$ cat config.mk
export PLATFORM = sky130hd
export DESIGN_NAME = scoreboard
export DESIGN_NICKNAME = d
export VERILOG_FILES = /design/src/rtl/scoreboard.sv
export SDC_FILE = /design/constraint.sdc
export NUM_CORES = 2
export LEC_CHECK = 0
export BUFFER_PORTS_ARGS = -buffer_cell sky130_fd_sc_hd__buf_2
export CORE_AREA = 10 10 452 454
export DETAILED_ROUTE_END_ITERATION = 12
export DIE_AREA = 0 0 462 464
export GPL_TIMING_DRIVEN = 1
export PLACE_DENSITY = 0.56
export SLEW_MARGIN = 20
export SYNTH_ARGS = -nofsm -noshare
export SYNTH_HDL_FRONTEND = slang
export SYNTH_SLANG_ARGS = --single-unit
$ cat constraint.sdc
create_clock -name clk_i -period 4.2 [get_ports clk_i]
set_input_delay 0.42 -clock clk_i [delete_from_list [all_inputs] [get_ports clk_i]]
set_output_delay 0.42 -clock clk_i [all_outputs]
set_load 0.005 [all_outputs]
$ cat src/rtl/scoreboard.sv
// Scoreboard: in-order tracking of issued instructions with out-of-order
// writeback collection and in-order commit of the oldest completed entry.

package scoreboard_pkg;

    // Default depth of the scoreboard and the matching trans_id width
    localparam int NR_SB_ENTRIES    = 4;
    localparam int SB_TRANS_ID_BITS = $clog2(NR_SB_ENTRIES);

    // Exception record carried with every instruction
    typedef struct packed {
        logic [63:0] cause;
        logic [63:0] tval;
        logic        valid;
    } exception_t;

    // Decoded instruction as handed over by issue and presented to commit
    typedef struct packed {
        logic [63:0]                 pc;
        logic [SB_TRANS_ID_BITS-1:0] trans_id;
        logic [3:0]                  fu;
        logic [7:0]                  op;
        logic [4:0]                  rs1;
        logic [4:0]                  rs2;
        logic [4:0]                  rd;
        logic [63:0]                 result;
        logic                        valid;
        exception_t                  ex;
    } scoreboard_entry_t;

endpackage

module scoreboard
    import scoreboard_pkg::*;
#(
    parameter int NR_ENTRIES    = NR_SB_ENTRIES,
    parameter int NR_WB_PORTS   = 3,
    parameter int TRANS_ID_BITS = $clog2(NR_ENTRIES)
) (
    input  logic                                      clk_i,
    input  logic                                      rst_ni,
    input  logic                                      flush_i,

    input  scoreboard_entry_t                         decoded_instr_i,
    input  logic                                      decoded_instr_valid_i,
    output logic                                      decoded_instr_ack_o,
    output logic [TRANS_ID_BITS-1:0]                  issue_trans_id_o,
    output logic                                      full_o,

    output scoreboard_entry_t                         commit_instr_o,
    output logic                                      commit_valid_o,
    input  logic                                      commit_ack_i,

    input  logic [NR_WB_PORTS-1:0]                    wb_valid_i,
    input  logic [NR_WB_PORTS-1:0][TRANS_ID_BITS-1:0] wb_trans_id_i,
    input  logic [NR_WB_PORTS-1:0][63:0]              wb_data_i,
    input  exception_t [NR_WB_PORTS-1:0]              wb_ex_i
);

    localparam int CNT_BITS = TRANS_ID_BITS + 1;

    localparam logic [TRANS_ID_BITS-1:0] PTR_ONE  = TRANS_ID_BITS'(1);
    localparam logic [CNT_BITS-1:0]      CNT_ONE  = CNT_BITS'(1);
    localparam logic [CNT_BITS-1:0]      CNT_FULL = CNT_BITS'(NR_ENTRIES);

    // Circular buffer of entries plus per-slot occupancy
    scoreboard_entry_t mem_q [NR_ENTRIES];
    scoreboard_entry_t mem_d [NR_ENTRIES];
    logic [NR_ENTRIES-1:0] busy_q;
    logic [NR_ENTRIES-1:0] busy_d;

    // Pointers and occupancy count
    logic [TRANS_ID_BITS-1:0] head_q;
    logic [TRANS_ID_BITS-1:0] head_d;
    logic [TRANS_ID_BITS-1:0] tail_q;
    logic [TRANS_ID_BITS-1:0] tail_d;
    logic [CNT_BITS-1:0]      count_q;
    logic [CNT_BITS-1:0]      count_d;

    // Handshake qualifiers for this cycle
    logic issue_fire;
    logic commit_fire;

    // Outputs derived purely from registered state, except the issue ack
    always_comb begin
        full_o              = (count_q == CNT_FULL);
        issue_trans_id_o    = tail_q;
        decoded_instr_ack_o = decoded_instr_valid_i & ~full_o & ~flush_i;
        commit_instr_o      = mem_q[head_q];
        commit_valid_o      = (count_q != '0) & mem_q[head_q].valid & busy_q[head_q];
        issue_fire          = decoded_instr_ack_o;
        commit_fire         = commit_ack_i & commit_valid_o;
    end

    // Next-state: writeback, then commit, then issue, with flush overriding all
    always_comb begin
        mem_d   = mem_q;
        busy_d  = busy_q;
        head_d  = head_q;
        tail_d  = tail_q;
        count_d = count_q;

        // Writebacks only land on slots occupied at the start of the cycle;
        // ascending port order lets the highest port index win on collisions.
        for (int p = 0; p < NR_WB_PORTS; p++) begin
            if (wb_valid_i[p] && busy_q[wb_trans_id_i[p]]) begin
                mem_d[wb_trans_id_i[p]].result = wb_data_i[p];
                mem_d[wb_trans_id_i[p]].valid  = 1'b1;
                if (wb_ex_i[p].valid) begin
                    mem_d[wb_trans_id_i[p]].ex = wb_ex_i[p];
                end
            end
        end

        // Retiring the head frees its slot; any writeback into it is moot
        if (commit_fire) begin
            busy_d[head_q] = 1'b0;
            head_d         = head_q + PTR_ONE;
        end

        // A new entry overwrites whatever a writeback did to the (free) tail slot;
        // a decode-time exception makes the entry committable immediately.
        if (issue_fire) begin
            mem_d[tail_q]          = decoded_instr_i;
            mem_d[tail_q].trans_id = SB_TRANS_ID_BITS'(tail_q);
            mem_d[tail_q].valid    = decoded_instr_i.ex.valid;
            busy_d[tail_q]         = 1'b1;
            tail_d                 = tail_q + PTR_ONE;
        end

        case ({issue_fire, commit_fire})
            2'b10:   count_d = count_q + CNT_ONE;
            2'b01:   count_d = count_q - CNT_ONE;
            default: count_d = count_q;
        endcase

        if (flush_i) begin
            busy_d  = '0;
            head_d  = '0;
            tail_d  = '0;
            count_d = '0;
        end
    end

    // Control state with synchronous active-low reset
    always_ff @(posedge clk_i) begin
        if (!rst_ni) begin
            busy_q  <= '0;
            head_q  <= '0;
            tail_q  <= '0;
            count_q <= '0;
        end else begin
            busy_q  <= busy_d;
            head_q  <= head_d;
            tail_q  <= tail_d;
            count_q <= count_d;
        end
    end

    // Entry storage is never reset; busy gates every use of it
    always_ff @(posedge clk_i) begin
        mem_q <= mem_d;
    end

endmodule

-- Word-level counts from Yosys, hierarchy flattened
Cells that the tools add are included.
- output and inout bits: 292
- input bits: 880
- bits in registers: 1159
- equality and inequality tests: 3
- reduce and logical (&&, ||, !) cells: 12
- bitwise gates (word level): 16
- $lt $le $gt $ge: 16
- $add $sub $neg: 4
- mux-type cells: 61
- operators with widths (operator ; count):
    bitwise mux 1148 bit ; 12
    2-to-1 mux 1148 bit ; 7
    demux 287 bit (select 2 bit) ; 12
    2-to-1 mux 287 bit ; 3
    2-to-1 mux 194 bit ; 3
    binary-select mux 287 bit (select 2 bit) ; 1
    2-to-1 mux 130 bit ; 4
    2-to-1 mux 129 bit ; 3
    2-to-1 mux 223 bit ; 1
    >= comparator 3 bit, second input constant ; 5
    < comparator 2 x 3 -> 1 bit, second input constant ; 5
    inverter 2 -> 3 bit ; 5
    < comparator 3 x 1 -> 1 bit, second input constant ; 4
    logical AND 1 bit ; 9
    binary-select mux 1 bit (select 2 bit) ; 4
    2-to-1 mux 4 bit ; 2
    2-to-1 mux 1 bit ; 6
    one-hot mux 3 bit (2 select lines) ; 1
    bitwise AND 1 bit ; 5
    adder 2 x 1 -> 2 bit, second input constant ; 2
    bitwise AND 4 bit ; 1
    demux 1 bit (select 2 bit) ; 2
    >= comparator 2 x 1 -> 1 bit, second input constant ; 2
    inverter 4 bit ; 1
    other kinds (10) ; 12

-- Logic depth before layout (Yosys ltp)
- depth in word-level cells: 24
- mapped depth: 10
- gate-level depth less buffers: 9

-- Worst setup path after synthesis
Ideal clock, no wire load.
- path type: input to register
- from: in flush_i
- to: reg mem_q[481] in the netlist's numbering, enable pin
- required time: 3709 ps
- cell stages on the path: 5
- buffers on the path: 2
- path slack: 43 ps
- arrival time: 3666 ps
- cells stage by stage: and2b_1 nand3_1 buf_4 inv_2 clkbuf_1
- cells in the longest elaborated chain, start to end: 3
- ends and longest elaborated chain (element ; RTL line ; source):
    start: declaration ; 42 ; input logic flush_i,
    inverter 1 bit ; 88 ; decoded_instr_ack_o = decoded_instr_valid_i & ~full_o & ~flush_i;
    bitwise AND 1 bit ; 88 ;
    2-to-1 mux 1148 bit ; 123 ; if (issue_fire) begin
    end signal: assignment ; 162 ; mem_q <= mem_d;
    end: declaration ; 67 ; scoreboard_entry_t mem_q [NR_ENTRIES];
Every way passes these cells.
A chain may end at the register's enable or synchronous reset.

==> qor.yml <==
die:
  die_x_um: 462
  coreArea_sq_um: 195000
  io_pins: 1172
  die_h_um: 464
  dieArea_sq_um: 214000
  start_util_pct: 32.9
  rows: 162
yosys:
  synthesis.instances: 6201
  yosysUniqueCellTypes: 50
  synth_edf_count: 372
  synthTopCellsByCount: "nor2_1, dfxtp_1, mux2i_1, a21oi_1, o22ai_1"
  async_reset_ff_share_pct: 0
  yosys_warnings: 0
  synth_top_area_share_pct: 24.6
  yosysMostFrequentCell: "nor2_1"
  ys_top_cells_by_area: "dfxtp_1, edfxtp_1, mux2i_1"
  synth_ff_type: "dfxtp_1"
  ys_seq_area_share_pct: 42.0
  yosysTopAreaCell: "dfxtp_1"
  syn_avg_cell_area_sq_um: 10.3
  synth.cell_area_sq_um: 64100
  syn-num-nets: 7093
  ys_ff_latch: 1159
setup_path:
  critPathLaunchType: "register"
  endpoint_kind: "output port"
  crit_fanout: 81
  crit_buf_inv: 3
  required_ns: 3.78
  critPathSlowestCell: "buf_4"
  crit_type: "reg2out"
  slowest_delay_ns: 0.68
  path_delay_family: "buffers and inverters"
  rrSetupSlack_ns: 0.37
  r2r_end: "mem_q[878]$_DFF_P_"
  reg2reg_from: "busy_q[0]$_SDFF_PP0_"
  arrival_ns: 3.42
  worstRegToRegCells: 8
  crit_chain: "buf_12, buf_4, mux4_2, buf_2"
flow_run:
  max_cap_violations: 0
clock_tree:
  cts_hold_buf: 1293
  clkTransAtPathRegs_ns: 0.06
  cts-resized-gates: 0
  clock_sinks: 1159
  worstSkewPairLatency_ns: 0.82
  cts_buffers: 142
  cts_root_buf: "clkbuf_16"
  postCtsSetupRepairBufs: 0
  tritoncts: "yes"
  clockBufferDepth: 3
  cts_max_level: 4
timing:
  slew_violations: 0
  hold_violations: 0
  rsz0062_at_grt: "false"
  fmax_ghz: 0.261
  min_period_ns: 3.84
  slew_headroom_pct: 9.10
  skew_ns: 0.0475
  finalSetupTns_ns: 0
  holdWs_ns: 0.0664
  fin_crit_sh_pct: 91.3
  worst_pin_slew_ns: 1.36
  finalSetupViolations: 0
finish:
  fin_util_pct: 46.3
  drive_gt1_share_pct: 22.4
  fin_nets: 9195
  final_cells: 11100
  area_growth_pct: 40.5
  fillers: 18000
drt:
  antenna_left: 0
  num_vias: 66600
  drt-wirelength-per-cell_um: 28.2
  drtPass1Iterations: 9
  avgViaCountPerCell: 5.99
  drc: 0
  route.final.wire_length_mm: 314
  drtIter0Drc: 8810
global_route:
  grt_pass1_vias: 65500
  grt_pass1_wl_mm: 453
  gr-total-overflow: 0
  antenna_found_initial: 202
  grt.total_usage_pct: 27.6
  grt_max_degree: 155
power_and_ir_drop:
  power.leakage_nw: 36.8
  power_density_nw_per_um2: 374
  ir_drop_mv: 0.332
place:
  hpwl_mm: 198
  port_buffers: 1168
  gp_congestion: 0.904
  placed_cells: 9408
hold_path:
  min_path_cells: 3
  hold_start: "decoded_instr_i[115]"
  hold_path_end: "mem_q[115]$_DFF_P_"
  hold_class: "in2reg"
run_status:
  status: "finished clean"
[sequential cells by signal (all words and copies together), names as in the netlist]
name / cells
busy_q: 4
count_q: 3
head_q: 2
issue_trans_id_o: 2
mem_q: 1148
[worst min-delay path, stage by stage]
cell and delay [ns]:
buf_2 0.19, nor2_1 0.13, a221oi_1 0.05
[cell type report]
| type | count | area [sq um] | share of cell area (%) |
|---|---|---|---|
| sequential | 1159 | 26900 | 29.9 |
| inverter | 15 | 86.3 | 0.0959 |
| timing repair buffer | 2604 | 20600 | 22.9 |
| multi-input combinational | 4381 | 34200 | 38.0 |
| antenna | 158 | 395 | 0.439 |
| clock inverter | 57 | 636 | 0.706 |
| clock buffer | 199 | 3990 | 4.43 |
| tap | 2542 | 3180 | 3.53 |
[layer usage]
metal	routed length (um)	global-route usage [%]	share of wire, %
met1	121000	35.0	38
met2	137000	41.8	44
met3	37000	8.79	12
met4	18400	14.6	5.9
met5	646	0	0.21
[metrics by stage]
| step | setup slack [ns] | instance area (sq um) | total power [mW] |
|---|---|---|---|
| floorplan | 0.0429 | 64100 | 17.0 |
| global placement | 0.893 | 72100 | 19.2 |
| detailed placement | 0.887 | 72100 | 19.3 |
| CTS | 0.157 | 89600 | 33.6 |
| global route | 0.162 | 89900 | 34.9 |
| finish | 0.364 | 90000 | 33.7 |
[power by group]
group	switching [mW]	internal (mW)	leakage (nW)
Combinational	3.00	4.38	25.3
Clock	5.37	7.06	2.26
Sequential	0.776	13.1	9.30
[logic make-up (layout without fill, tap and decap cells)]
logic type      after synthesis  count (layout)  synth area share (%)
compound gates             1821            1821                  20.2
mux                        1057            1057                  22.1
buf+inv                     661            2875                  4.91
fa+ha+maj                    12              12                 0.246
simple gates               1488            1488                  10.4
other cells                   0             158                     0
flops                      1159            1159                  42.0
xor+xnor                      3               3                0.0410
[cells in the final DEF (no fill, tap or decap), types with 5 or more instances in the layout]
cell type	instances
edfxtp_1	372
nand3_1	6
dfxtp_1	785
diode_2	158
buf_4	83
clkbuf_8	20
ha_1	11
inv_1	10
nor2_4	6
nand3_4	5
o211ai_1	5
clkinv_1	11
a21oi_1	519
o22ai_1	510
a221oi_1	469
inv_8	5
clkbuf_16	143
mux4_2	288
dlygate4sd3_1	1293
nor2_1	1047
clkbuf_1	36
nand2_1	18
and2_1	365
buf_12	60
a211o_1	256
clkinv_16	5
bufinv_16	6
mux2i_1	769
o21ai_0	5
clkinv_2	22
buf_2	1168
a31oi_1	6
a221oi_2	43
[worst max path at each step]
stage	slack (ns)	depth (start not counted)	to	start
floorplan	0.04	5	mem_q[481]$_DFFE_PP_	flush_i
finish	0.36	4	commit_instr_o[1]	head_q[0]$_SDFFE_PP0N_
global placement	0.89	9	count_q[2]$_SDFFE_PP0P_	busy_q[1]$_SDFF_PP0_
global route	0.16	4	commit_instr_o[1]	head_q[0]$_SDFFE_PP0N_
detailed placement	0.89	9	count_q[2]$_SDFFE_PP0P_	busy_q[1]$_SDFF_PP0_
CTS	0.16	4	commit_instr_o[1]	head_q[0]$_SDFFE_PP0N_
(Power assumes the default switching activity.)
